File: src/rtl/isa.v
// Shared ISA constants for the fetch path: data width, word-address width,
// instruction memory size in words, the canonical NOP and the sequential PC step.
`ifndef ISA_V
`define ISA_V

`define XLEN             32
`define WORD_ADDRESS     30
`define MEM_SIZE         1024
`define NOP_INSTRUCTION  32'h0000_0013
`define PC_STEP          4

`endif

File: src/rtl/instr_fetch_pkg.sv
// Types and constants shared by the instruction fetch unit, its FIFO and its bus interface.
`include "isa.v"

package instr_fetch_pkg;

    localparam int XLEN_W    = `XLEN;
    localparam int WADDR_W   = `WORD_ADDRESS;
    localparam int MEM_WORDS = `MEM_SIZE;

    localparam logic [XLEN_W-1:0] NOP_INSTR = `NOP_INSTRUCTION;
    localparam logic [XLEN_W-1:0] PC_STEP   = `PC_STEP;

    localparam int FIFO_DEPTH = 2;

    typedef struct packed {
        logic [XLEN_W-1:0] pc;
        logic [XLEN_W-1:0] instr;
    } fetch_entry_t;

    localparam int ENTRY_W = $bits(fetch_entry_t);

    // Instructions are word aligned; the two low byte-address bits carry no meaning.
    function automatic logic [XLEN_W-1:0] align_pc(input logic [XLEN_W-1:0] pc);
        return pc & ~(XLEN_W'(3));
    endfunction

endpackage

File: src/rtl/instr_fetch_if.sv
// Bus bundle between the fetch unit, instruction memory, branch redirect and decode.
// The master modport is the fetch unit; the slave modport is its environment.
interface instr_fetch_if;
    import instr_fetch_pkg::*;

    logic [WADDR_W-1:0] imem_addr;
    logic [XLEN_W-1:0]  imem_instr;
    logic               redirect_valid;
    logic [XLEN_W-1:0]  redirect_pc;
    logic               fetch_en;
    logic               out_valid;
    logic               out_ready;
    logic [XLEN_W-1:0]  out_instr;
    logic [XLEN_W-1:0]  out_pc;

    modport master (
        output imem_addr,
        input  imem_instr,
        input  redirect_valid,
        input  redirect_pc,
        input  fetch_en,
        output out_valid,
        input  out_ready,
        output out_instr,
        output out_pc
    );

    modport slave (
        input  imem_addr,
        output imem_instr,
        output redirect_valid,
        output redirect_pc,
        output fetch_en,
        input  out_valid,
        output out_ready,
        input  out_instr,
        input  out_pc
    );

endinterface

File: src/rtl/fetch_fifo.sv
// Two-entry FIFO with flush; a push into a full FIFO is accepted when a pop
// happens on the same edge. Only the occupancy count is reset.
module fetch_fifo #(
    parameter int WIDTH = 64
) (
    input  logic             clk,
    input  logic             rst_n,
    input  logic             flush_i,
    input  logic             push_i,
    input  logic             pop_i,
    input  logic [WIDTH-1:0] data_i,
    output logic [WIDTH-1:0] head_o,
    output logic [1:0]       count_o,
    output logic             space_o
);

    logic [WIDTH-1:0] mem0_q, mem0_d;
    logic [WIDTH-1:0] mem1_q, mem1_d;
    logic [1:0]       count_q, count_d;
    logic             do_push;
    logic             do_pop;
    logic [1:0]       slot;

    always_comb begin
        do_pop  = pop_i && (count_q != 2'd0);
        space_o = (count_q != 2'd2) || do_pop;
        do_push = push_i && space_o;
        slot    = count_q - {1'b0, do_pop};
        mem0_d  = mem0_q;
        mem1_d  = mem1_q;
        count_d = count_q;
        if (flush_i) begin
            count_d = 2'd0;
        end else begin
            // Popping shifts the second entry to the head before the new write lands.
            if (do_pop) begin
                mem0_d = mem1_q;
            end
            if (do_push) begin
                if (slot == 2'd0) begin
                    mem0_d = data_i;
                end else begin
                    mem1_d = data_i;
                end
            end
            count_d = count_q + {1'b0, do_push} - {1'b0, do_pop};
        end
    end

    always_ff @(posedge clk or negedge rst_n) begin
        if (!rst_n) begin
            count_q <= 2'd0;
        end else begin
            count_q <= count_d;
        end
    end

    always_ff @(posedge clk) begin
        mem0_q <= mem0_d;
        mem1_q <= mem1_d;
    end

    assign head_o  = mem0_q;
    assign count_o = count_q;

endmodule

File: src/rtl/instr_fetch.sv
// Instruction fetch unit: byte PC plus a 2-entry {pc, instr} buffer toward decode.
// Optional FETCH_PERF_EN adds fetch and full-stall performance counters.
module instr_fetch
    import instr_fetch_pkg::*;
#(
    parameter logic [XLEN_W-1:0] RESET_PC = 32'h0000_0000
) (
    input  logic                 clk,
    input  logic                 reset,
    instr_fetch_if.master        bus
`ifdef FETCH_PERF_EN
    ,
    output logic [31:0]          perf_fetch_cnt,
    output logic [31:0]          perf_stall_cnt
`endif
);

    logic [XLEN_W-1:0] pc_q, pc_d;
    logic              push;
    logic              pop;
    logic              space;
    logic              valid;
    logic [1:0]        count;
    fetch_entry_t      wr_entry;
    fetch_entry_t      head;

    // A redirect wins over everything: it flushes and suppresses both push and pop.
    always_comb begin
        pop            = valid && bus.out_ready && !bus.redirect_valid;
        push           = bus.fetch_en && !bus.redirect_valid && space;
        wr_entry.pc    = pc_q;
        wr_entry.instr = bus.imem_instr;
        pc_d           = pc_q;
        if (bus.redirect_valid) begin
            pc_d = align_pc(bus.redirect_pc);
        end else if (push) begin
            pc_d = pc_q + PC_STEP;
        end
    end

    always_ff @(posedge clk or negedge reset) begin
        if (!reset) begin
            pc_q <= RESET_PC;
        end else begin
            pc_q <= pc_d;
        end
    end

    fetch_fifo #(
        .WIDTH (ENTRY_W)
    ) u_fifo (
        .clk     (clk),
        .rst_n   (reset),
        .flush_i (bus.redirect_valid),
        .push_i  (push),
        .pop_i   (pop),
        .data_i  (wr_entry),
        .head_o  (head),
        .count_o (count),
        .space_o (space)
    );

    // Empty buffer presents a NOP at pc 0, which also covers the reset state.
    assign valid         = (count != 2'd0);
    assign bus.out_valid = valid;
    assign bus.out_instr = valid ? head.instr : NOP_INSTR;
    assign bus.out_pc    = valid ? head.pc    : '0;
    assign bus.imem_addr = pc_q[WADDR_W+1:2];

`ifdef FETCH_PERF_EN
    logic [31:0] fetch_cnt_q, fetch_cnt_d;
    logic [31:0] stall_cnt_q, stall_cnt_d;

    always_comb begin
        fetch_cnt_d = fetch_cnt_q + {31'd0, push};
        stall_cnt_d = stall_cnt_q + {31'd0, (count == 2'd2) && !bus.out_ready};
    end

    always_ff @(posedge clk or negedge reset) begin
        if (!reset) begin
            fetch_cnt_q <= 32'd0;
            stall_cnt_q <= 32'd0;
        end else begin
            fetch_cnt_q <= fetch_cnt_d;
            stall_cnt_q <= stall_cnt_d;
        end
    end

    assign perf_fetch_cnt = fetch_cnt_q;
    assign perf_stall_cnt = stall_cnt_q;
`endif

endmodule

File: src/flat_wrapper.sv
// flat-port wrapper written by rule: the top's interface ports become plain ports
module instr_fetch_flat import instr_fetch_pkg::*;
#(
    parameter logic [XLEN_W-1:0] RESET_PC = 32'h0000_0000
)
  (clk, reset, bus_imem_addr, bus_imem_instr, bus_redirect_valid, bus_redirect_pc, bus_fetch_en, bus_out_valid, bus_out_ready, bus_out_instr, bus_out_pc);
  instr_fetch_if bus_i ();
  input  logic clk;
  input  logic reset;
  output wire logic [$bits(bus_i.imem_addr)-1:0] bus_imem_addr;
  input wire logic [$bits(bus_i.imem_instr)-1:0] bus_imem_instr;
  input wire logic [$bits(bus_i.redirect_valid)-1:0] bus_redirect_valid;
  input wire logic [$bits(bus_i.redirect_pc)-1:0] bus_redirect_pc;
  input wire logic [$bits(bus_i.fetch_en)-1:0] bus_fetch_en;
  output wire logic [$bits(bus_i.out_valid)-1:0] bus_out_valid;
  input wire logic [$bits(bus_i.out_ready)-1:0] bus_out_ready;
  output wire logic [$bits(bus_i.out_instr)-1:0] bus_out_instr;
  output wire logic [$bits(bus_i.out_pc)-1:0] bus_out_pc;
  assign bus_imem_addr = bus_i.imem_addr;
  assign bus_i.imem_instr = bus_imem_instr;
  assign bus_i.redirect_valid = bus_redirect_valid;
  assign bus_i.redirect_pc = bus_redirect_pc;
  assign bus_i.fetch_en = bus_fetch_en;
  assign bus_out_valid = bus_i.out_valid;
  assign bus_i.out_ready = bus_out_ready;
  assign bus_out_instr = bus_i.out_instr;
  assign bus_out_pc = bus_i.out_pc;
  instr_fetch #(.RESET_PC(RESET_PC)) u_core (.clk(clk), .reset(reset), .bus(bus_i));
endmodule
File: config.mk
export PLATFORM = sky130hd
export DESIGN_NAME = instr_fetch_flat
export DESIGN_NICKNAME = d
export VERILOG_FILES = /design/src/rtl/instr_fetch_pkg.sv /design/src/rtl/instr_fetch_if.sv /design/src/rtl/fetch_fifo.sv /design/src/rtl/instr_fetch.sv /design/src/flat_wrapper.sv
export VERILOG_INCLUDE_DIRS = /design/src /design/src/rtl
export SDC_FILE = /design/constraint.sdc
export NUM_CORES = 1
export LEC_CHECK = 0
export ABC_CLOCK_PERIOD_IN_PS = 14400
export CORE_MARGIN = 2
export CORE_UTILIZATION = 24
export CTS_CLUSTER_DIAMETER = 60
export DETAILED_ROUTE_END_ITERATION = 8
export PLACE_DENSITY_LB_ADDON = 0.25
export SYNTH_ARGS = -nofsm -noshare
export SYNTH_HDL_FRONTEND = slang
export SYNTH_HIERARCHICAL = 1
export SYNTH_SLANG_ARGS = --single-unit
File: constraint.sdc
create_clock -name clk -period 14.4 [get_ports clk]
set_input_delay 3.6 -clock clk [delete_from_list [all_inputs] [get_ports clk]]
set_output_delay 3.6 -clock clk [all_outputs]
set_load 0.01 [all_outputs]
==> impl_metrics.json, run 1 <==
{
  "cts_resized": 0,
  "place_congestion": 0.705,
  "p_leak_uw": 0.00382,
  "drive_gt1_share_pct": 23.7,
  "powerDensity_nw_per_um2": 116,
  "drt_iter0_drc": 219,
  "vias": 5060,
  "ff_latch_area_sq_um": 4640,
  "drc_errors": 0,
  "path_cells": "clkdlybuf4s50_1 > buf_4 > inv_1 > buf_4 > and3_1 > nor2_1 > nand2_1 > nand2_1 > nor2_1 > nand2_1 > a21oi_4 > buf_4",
  "relSlewSlack_pct": 31.0,
  "routedWlPerCell_microns": 16.9,
  "period_needed_ns": 7.11,
  "cp.required_ns": 14.46,
  "yosysMostFrequentCell": "edfxtp_1",
  "area_growth_pct": 32.9,
  "syn_inst": 567,
  "startpoint_type": "input pin",
  "yosys-top-cells-count": "edfxtp_1, mux2_2, and2_1",
  "worst-path-stages": 12,
  "num_antenna_cells": 0,
  "cts_tree": "built",
  "slowest_delay_ns": 0.79,
  "die_x_microns": 186,
  "grt_pass1_vias": 5083,
  "htree_levels": 4,
  "final_util_pct": 32.4,
  "rsz0062_at_grt": "false",
  "core_sq_um": 32500,
  "vias_per_cell": 4.28,
  "antenna_found_initial": 0,
  "ys.flop_type": "edfxtp_1",
  "track_usage_pct": 11.7,
  "ys_types": 39,
  "grt_max_degree": 65,
  "synth-seq-cells": 160,
  "r2r-start": "u_core/u_fifo/count_o[1]",
  "ir_drop_uv": 74.3,
  "reg2reg_slack_ns": 10.77,
  "clk_pin_slew_ns": 0.06,
  "grt_pass1_wl_microns": 30100,
  "cts_root_buf": "clkbuf_16",
  "r2r_cells": 9,
  "hp-class": "reg2reg",
  "critical_path.startpoint": "bus_redirect_valid",
  "cp.buffers_inverters": 5,
  "path_max_fanout": 40,
  "synth_seq_area_share_pct": 58.5,
  "postCtsHoldBufs": 0,
  "avgSynthCellArea_sq_um": 14.0,
  "cts.sinks": 160,
  "floorplan.initialDensity_pct": 24.4,
  "dr.pass1.iters": 4,
  "final.setup.tns_ns": 0,
  "fill_cells": 3299,
  "worstSetupEndpointType": "flip-flop",
  "worstMarginPinSlew_ns": 1.03,
  "ys_top_cells_by_area": "edfxtp_1, mux2_2, dfrtp_1",
  "syn_area_sq_um": 7940,
  "multi_input_area_sq_um": 3100,
  "cts_setup_buffers": 0,
  "r2r_end": "u_core/u_fifo/mem1_q[28]",
  "numCtsBuffers": 17,
  "rows": 66,
  "die_area_sq_um": 34500,
  "synth_edf_count": 128,
  "status": "complete, no violations",
  "final_max_slew_viol_count": 0,
  "yosysWarnings": 6,
  "arrival_ns": 7.17,
  "final_nets": 798,
  "routed_wl_microns": 20000,
  "path_class": "in2reg",
  "finalHoldViolCount": 0,
  "cpMaxStageDelayCell": "a21oi_4",
  "timing.fmax_ghz": 0.141,
  "setup_violations": 0,
  "cp_top_family": "buffers and inverters",
  "crit_end": "u_core/u_fifo/mem1_q[28]",
  "power_uw": 1220,
  "dp_hpwl_microns": 12600,
  "drv.max_cap_violation_count": 0,
  "ios": 164,
  "postRouteAntennaNets": 0,
  "async_flop_share_pct": 20.0,
  "min_period_over_period_pct": 49.4,
  "port_buffers": 161,
  "clk_latency_ns": 0.43,
  "synth_top_area_share_pct": 48.4,
  "yosysTopAreaCell": "edfxtp_1",
  "cts.path.max_buffers": 2,
  "fin_skew_ns": 0.00850,
  "overflow": 0,
  "die_y_microns": 186
}
-- sequential cells by signal (all words and copies together) (netlist names) --
| register | flops |
|---|---|
| u_core/u_fifo/head_o | 64 |
| u_core/u_fifo/count_o | 2 |
| u_core/u_fifo/mem1_q | 64 |
| u_core/pc_q | 30 |
-- where the power goes --
group          switching (uW)  leakage, uW  internal (uW)
combinational            90.7      0.00198            131
clock                     193     0.000259            237
sequential               27.5      0.00158            540
total                     311      0.00382            908
-- stage by stage --
stage	instance area, sq um	hold WS (ns)	setup slack [ns]	instances
after floorplan	7950	0.542	5.58	570
after global placement	10000	0.541	6.78	1149
after detailed placement	10000	0.540	6.77	1149
after CTS	10500	0.557	7.19	1181
after global routing	10500	0.579	6.98	1181
final	10500	0.543	7.29	1181
-- area by class of cell --
cell class | instances | area share, %
Tap cell | 442 | 5.24
Multi-Input combinational cell | 370 | 29.4
Sequential cell | 160 | 44.0
Timing Repair Buffer | 170 | 15.9
Clock buffer | 18 | 4.07
Clock inverter | 14 | 1.11
Inverter | 7 | 0.261
-- kinds of logic (layout without fill, tap and decap cells) --
| group | Yosys count | in the layout | share of synthesized area [%] |
|---|---|---|---|
| fa+ha+maj | 3 | 3 | 0.473 |
| other cells | 1 | 4 | 0.0472 |
| mux | 130 | 130 | 20.7 |
| xor+xnor | 12 | 12 | 1.32 |
| flops | 160 | 160 | 58.5 |
| compound gates | 48 | 48 | 3.86 |
| simple gates | 173 | 173 | 12.3 |
| buf+inv | 40 | 209 | 2.77 |
-- metal layers --
metal	up-vias	track usage, %	part of all wire [%]
met4	0	3.69	1.0
met3	15	2.95	4.6
met2	114	18.7	47
met1	2503	15.5	48
met5	-	0	0
li1	2428	-	-
-- worst min path at each step --
stage / startpoint / end / slack, ns / cells past startpoint
6_report: u_core/pc_q[31] / u_core/u_fifo/mem1_q[63] / 0.54 / 0
5_1_grt: u_core/pc_q[31] / u_core/u_fifo/mem1_q[63] / 0.58 / 0
4_1_cts: u_core/pc_q[31] / u_core/u_fifo/mem1_q[63] / 0.56 / 0
3_5_place_dp: u_core/pc_q[31] / u_core/u_fifo/mem1_q[63] / 0.54 / 0
3_3_place_gp: u_core/pc_q[31] / u_core/u_fifo/mem1_q[63] / 0.54 / 0
2_1_floorplan: u_core/pc_q[31] / u_core/u_fifo/mem1_q[63] / 0.54 / 0
-- cell usage in the layout, fill, tap and decap left out, drive strengths merged, types with 4 or more instances in the layout --
cell type and n:
and2 62, clkinv 9, nor2 22, o31ai 13
buf 10, or3 4, clkbuf 18, or4 14
nand2 32, o21ai 14, conb 4, edfxtp 128
xor2 5, nand2b 5, xnor2 7, nand4 8
dfrtp 32, nand3 8, a31oi 17, nor4 4
mux2 129, inv 8, clkdlybuf4s50 160
Note: power is estimated with default switching activity, not from simulation.
==> run 2, diff against run 1 <==
--- a/config.mk
+++ b/config.mk
@@ -6,7 +6,7 @@
 export SDC_FILE = /design/constraint.sdc
 export NUM_CORES = 1
 export LEC_CHECK = 0
-export ABC_CLOCK_PERIOD_IN_PS = 14400
+export ABC_CLOCK_PERIOD_IN_PS = 7100
 export CORE_MARGIN = 2
 export CORE_UTILIZATION = 24
 export CTS_CLUSTER_DIAMETER = 60
==> constraint.sdc (replaced) <==
create_clock -name clk -period 7.1 [get_ports clk]
set_input_delay 1.775 -clock clk [delete_from_list [all_inputs] [get_ports clk]]
set_output_delay 1.775 -clock clk [all_outputs]
set_load 0.01 [all_outputs]
==> run 2 against run 1 <==
Effect of this change:
- first-iteration DRC count grew 25%
- cell area grew 0.55%
- global-route usage grew 0.38 points
- via count grew 1.5%
- count of clock-buffer cells in the layout grew 6
- power grew 110%
- worst setup slack lost 4.6 ns
- clock power grew 110%
- final cell count is the same
- utilization grew 0.18 points
- non-clock buffer count is the same
- critical path type unchanged
- largest power group unchanged
==> impl_metrics.json, run 2 (same netlist as run 1, synthesis figures left out) <==
{
  "status": "complete, no violations",
  "fill_cells": 3321,
  "routedWlPerCell_microns": 17.2,
  "min_from": "u_core/pc_q[31]",
  "worstSetupEndpointType": "flip-flop",
  "rsz0062_at_grt": "false",
  "grt_pass1_wl_microns": 31100,
  "area_growth_pct": 33.6,
  "timing.fmax_ghz": 0.225,
  "dp_hpwl_microns": 12800,
  "drv.max_cap_violation_count": 0,
  "multi_input_area_sq_um": 3100,
  "track_usage_pct": 12.1,
  "port_buffers": 161,
  "drive_gt1_share_pct": 23.7,
  "ff_latch_area_sq_um": 4640,
  "dr.pass1.iters": 4,
  "cts.sinks": 160,
  "startpoint_type": "input pin",
  "postRouteAntennaNets": 0,
  "arrival_ns": 4.55,
  "mostFrequentLayoutCell": "clkdlybuf4s50_1",
  "reg2reg_slack_ns": 3.93,
  "cts_root_buf": "clkbuf_16",
  "cts_tree": "built",
  "vias": 5137,
  "r2r_end": "u_core/u_fifo/mem1_q[31]",
  "final_max_slew_viol_count": 0,
  "hp-class": "reg2reg",
  "ios": 164,
  "cts.path.max_buffers": 2,
  "overflow": 0,
  "setup_violations": 0,
  "cts_resized": 0,
  "relSlewSlack_pct": 30.7,
  "htree_levels": 4,
  "ir_drop_uv": 148,
  "die_y_microns": 186,
  "num_antenna_cells": 0,
  "postCtsHoldBufs": 0,
  "p_leak_uw": 0.00385,
  "cts_setup_buffers": 0,
  "final_cell_mix": "clkdlybuf4s50_1, edfxtp_1, mux2_2",
  "place_congestion": 0.705,
  "r2r_cells": 9,
  "path_max_fanout": 29,
  "grt_pass1_vias": 5198,
  "r2r-start": "u_core/u_fifo/count_o[1]",
  "grt_max_degree": 65,
  "drc_errors": 0,
  "final.setup.tns_ns": 0,
  "path_class": "in2reg",
  "min_path_cells": 0,
  "cp.required_ns": 7.20,
  "numCtsBuffers": 17,
  "floorplan.initialDensity_pct": 24.4,
  "core_sq_um": 32500,
  "die_x_microns": 186,
  "period_needed_ns": 4.45,
  "rows": 66,
  "die_area_sq_um": 34500,
  "routed_wl_microns": 20300,
  "drt_iter0_drc": 274,
  "fin_skew_ns": 0.00893,
  "clk_pin_slew_ns": 0.07,
  "finalHoldViolCount": 0,
  "clk_latency_ns": 0.43,
  "final_util_pct": 32.6,
  "antenna_found_initial": 0,
  "hold_end": "u_core/u_fifo/mem1_q[63]",
  "critical_path.startpoint": "bus_redirect_valid",
  "worstMarginPinSlew_ns": 1.04,
  "min_period_over_period_pct": 62.6,
  "powerDensity_nw_per_um2": 238,
  "finalHoldWorstSlack_ns": 0.554,
  "final_nets": 798,
  "vias_per_cell": 4.35
}
run 2: cell types whose count changed in the layout (fill, tap and decap cells not counted), sizes merged:
| cell | change |
|---|---|
| clkbuf | +6 |
| clkinv | -5 |
| clkinvlp | -2 |
| inv | +1 |
run 2: critical path: stages:
cell	delay (ns)
clkdlybuf4s50_1	0.41
buf_4	0.23
inv_1	0.09
and3_1	0.25
nor2_1	0.07
nand2_1	0.14
nand2_1	0.13
nor2_1	0.19
nand2_1	0.12
a21oi_4	0.67
buf_4	0.43
run 2: per-layer routing:
metal | track usage, % | part of all wire [%] | vias to the layer above
met2 | 18.6 | 47 | 114
met1 | 16.8 | 48 | 2574
met4 | 3.78 | 1.1 | 0
met5 | 0 | 0 | -
li1 | - | - | 2430
met3 | 2.68 | 4.1 | 19
run 2: how the worst max path moves through the flow:
stage / endpoint / slack, ns / cells past startpoint
after floorplan: u_core/u_fifo/mem1_q[0] / 0.11 / 11
after global placement: u_core/u_fifo/mem1_q[25] / 2.14 / 11
after detailed placement: u_core/u_fifo/mem1_q[25] / 2.15 / 11
after CTS: u_core/u_fifo/mem1_q[31] / 2.62 / 11
after global routing: u_core/u_fifo/mem1_q[31] / 2.41 / 11
final: u_core/u_fifo/mem1_q[31] / 2.65 / 11
run 2: cell type report:
class | instances | share of cell area, %
Sequential cell | 160 | 43.8
Multi-Input combinational cell | 370 | 29.3
Inverter | 7 | 0.260
Tap cell | 442 | 5.21
Clock inverter | 8 | 0.708
Clock buffer | 24 | 4.75
Timing Repair Buffer | 170 | 16.0
run 2: power breakdown:
group | internal [uW] | switching (uW) | leakage (uW)
clock | 534 | 382 | 0.000286
sequential | 1100 | 55.9 | 0.00158
combinational | 267 | 185 | 0.00199
run 2: metrics by stage:
| stage | total power [uW] | instances | setup WS [ns] | area (sq um) |
|---|---|---|---|---|
| after floorplan | 1400 | 570 | 0.108 | 7950 |
| after global placement | 1630 | 1149 | 2.14 | 10000 |
| after detailed placement | 1630 | 1149 | 2.15 | 10000 |
| after CTS | 2570 | 1181 | 2.62 | 10600 |
| after global routing | 2650 | 1181 | 2.41 | 10600 |
| final | 2520 | 1181 | 2.65 | 10600 |
==> run 3, diff against run 2 <==
--- a/config.mk
+++ b/config.mk
@@ -6,7 +6,7 @@
 export SDC_FILE = /design/constraint.sdc
 export NUM_CORES = 1
 export LEC_CHECK = 0
-export ABC_CLOCK_PERIOD_IN_PS = 7100
+export ABC_CLOCK_PERIOD_IN_PS = 4500
 export CORE_MARGIN = 2
 export CORE_UTILIZATION = 24
 export CTS_CLUSTER_DIAMETER = 60
==> constraint.sdc (replaced) <==
create_clock -name clk -period 4.5 [get_ports clk]
set_input_delay 1.125 -clock clk [delete_from_list [all_inputs] [get_ports clk]]
set_output_delay 1.125 -clock clk [all_outputs]
set_load 0.01 [all_outputs]
==> run 3 against run 2 <==
Effect of this change:
- die area did not move
- flip-flop and latch count did not move
- critical endpoint is now bus_out_instr[16]
- worst hold slack improved by 0.0047 ns
- critical path type is now reg2out
- via count fell by 0.55%
- utilization rose by 0.22 points
- critical path depth fell by 7
- global-route usage rose by 0.17 points
- combinational power rose by 59%
- register-to-register slack got worse by 2.8 ns
- count of clock-buffer cells in the layout fell by 5
==> impl_metrics.json, run 3 (same netlist as run 1, synthesis figures left out) <==
{
  "worstMarginPinSlew_ns": 1.04,
  "cp.required_ns": 3.38,
  "routed_wl_microns": 20500,
  "path_class": "reg2out",
  "port_buffers": 161,
  "status": "complete, no violations",
  "r2r_end": "u_core/pc_q[26]",
  "setup_violations": 0,
  "ff_latch_area_sq_um": 4640,
  "grt_pass1_vias": 5167,
  "hp-class": "reg2reg",
  "final_max_slew_viol_count": 0,
  "swShare_pct": 24.4,
  "htree_levels": 4,
  "rsz0062_at_grt": "false",
  "fill_cells": 3259,
  "postRouteAntennaNets": 0,
  "critical_path.startpoint": "u_core/u_fifo/count_o[1]",
  "vias": 5109,
  "p_leak_uw": 0.00388,
  "ios": 164,
  "path_max_fanout": 33,
  "floorplan.initialDensity_pct": 24.4,
  "r2r_cells": 8,
  "final.setup.tns_ns": 0,
  "overflow": 0,
  "numCtsBuffers": 17,
  "cts.path.max_buffers": 2,
  "reg2reg_slack_ns": 1.18,
  "placed_cell_area_sq_um": 10100,
  "drc_errors": 0,
  "die_y_microns": 186,
  "track_usage_pct": 12.3,
  "cts_setup_buffers": 0,
  "die_area_sq_um": 34500,
  "dr.pass1.iters": 4,
  "period_needed_ns": 3.73,
  "grt_pass1_wl_microns": 31300,
  "dp_hpwl_microns": 13200,
  "final_nets": 802,
  "startpoint_type": "flip-flop",
  "r2r-start": "u_core/u_fifo/count_o[1]",
  "netSwitchingPower_uw": 997,
  "ir_drop_uv": 231,
  "cts_root_buf": "clkbuf_16",
  "cts_tree": "built",
  "crit_end": "bus_out_instr[16]",
  "postCtsHoldBufs": 0,
  "clk_pin_slew_ns": 0.07,
  "drv.max_cap_violation_count": 0,
  "powerDensity_nw_per_um2": 382,
  "multi_input_area_sq_um": 3100,
  "final_area_sq_um": 10700,
  "area_growth_pct": 34.5,
  "vias_per_cell": 4.31,
  "grt_max_degree": 51,
  "fin_skew_ns": 0.00701,
  "combPwrFrac_pct": 17.6,
  "antenna_found_initial": 1,
  "clk_latency_ns": 0.43,
  "drive_gt1_share_pct": 24.1,
  "clock_power_share_pct": 37.9,
  "routedWlPerCell_microns": 17.3,
  "finalHoldViolCount": 0,
  "cts_resized": 0,
  "drt_iter0_drc": 245,
  "arrival_ns": 2.61,
  "seq_power_share_pct": 44.5,
  "final_cell_mix": "clkdlybuf4s50_1, edfxtp_1, mux2_2",
  "rows": 66,
  "die_x_microns": 186,
  "mostFrequentLayoutCell": "clkdlybuf4s50_1",
  "core_sq_um": 32500,
  "min_period_over_period_pct": 83.0,
  "power.internal_uw": 3080,
  "relSlewSlack_pct": 30.5,
  "cts.sinks": 160,
  "timing.fmax_ghz": 0.268,
  "worstSetupEndpointType": "primary output",
  "place_congestion": 0.715
}
[run 3: cell count changes in the layout (fill, tap and decap cells not counted), sizes merged]
cell	previous run	this run
buf	10	14
bufinv	1	4
clkbuf	24	19
clkinv	4	6
clkinvlp	1	2
diode	0	1
inv	9	8
[run 3: area by class of cell]
cell class              count  share of cell area, %
flip-flops and latches    160                   43.5
inverters                   7                  0.258
well taps                 442                   5.18
clock inverters            13                   1.75
multi-input cells         370                   29.1
repair buffers            174                   16.2
diodes                      1                 0.0234
clock buffers              19                   4.05
[run 3: power by group through the flow]
stage,sequential (uW),combinational (uW),clock [uW]
final,1820,718,1550
after detailed placement,1850,730,0
after CTS,1820,734,1620
after floorplan,1830,380,0
after global placement,1850,728,0
after global routing,1840,782,1670
[run 3: how the worst min path moves through the flow]
stage,slack (ns),cells past startpoint,to,from
floorplan,0.54,0,u_core/u_fifo/mem1_q[63],u_core/pc_q[31]
global placement,0.55,0,u_core/u_fifo/mem1_q[63],u_core/pc_q[31]
detailed placement,0.55,0,u_core/u_fifo/mem1_q[63],u_core/pc_q[31]
CTS,0.56,0,u_core/u_fifo/mem1_q[63],u_core/pc_q[31]
global route,0.59,0,u_core/u_fifo/mem1_q[63],u_core/pc_q[31]
finish,0.56,0,u_core/u_fifo/mem1_q[63],u_core/pc_q[31]
[run 3: layer usage]
layer	vias to the layer above	part of all wire (%)	track usage, %	wire length [microns]
li1	2449	-	-	-
met1	2529	47	16.6	9720
met2	119	47	19.2	9540
met3	12	5.2	3.46	1060
met4	0	0.92	3.40	189
met5	-	0	0	0
[run 3: through the flow]
stage                     utilization (%)  hold WS (ns)  total power (uW)  setup WS, ns  instances
after floorplan                         -         0.542              2210         0.231        570
after global placement               30.9         0.547              2580         0.681       1153
after detailed placement             30.9         0.546              2580         0.703       1153
after CTS                            32.8         0.561              4170         0.663       1185
after global routing                 32.8         0.588              4290         0.564       1185
final                                32.8         0.559              4080         0.765       1186
[run 3: critical path, stage by stage, from the launching register on]
cell	delay, ns
dfrtp_1	0.47
or2_2	0.66
buf_4	0.34
and2_1	0.17
clkdlybuf4s50_1	0.54
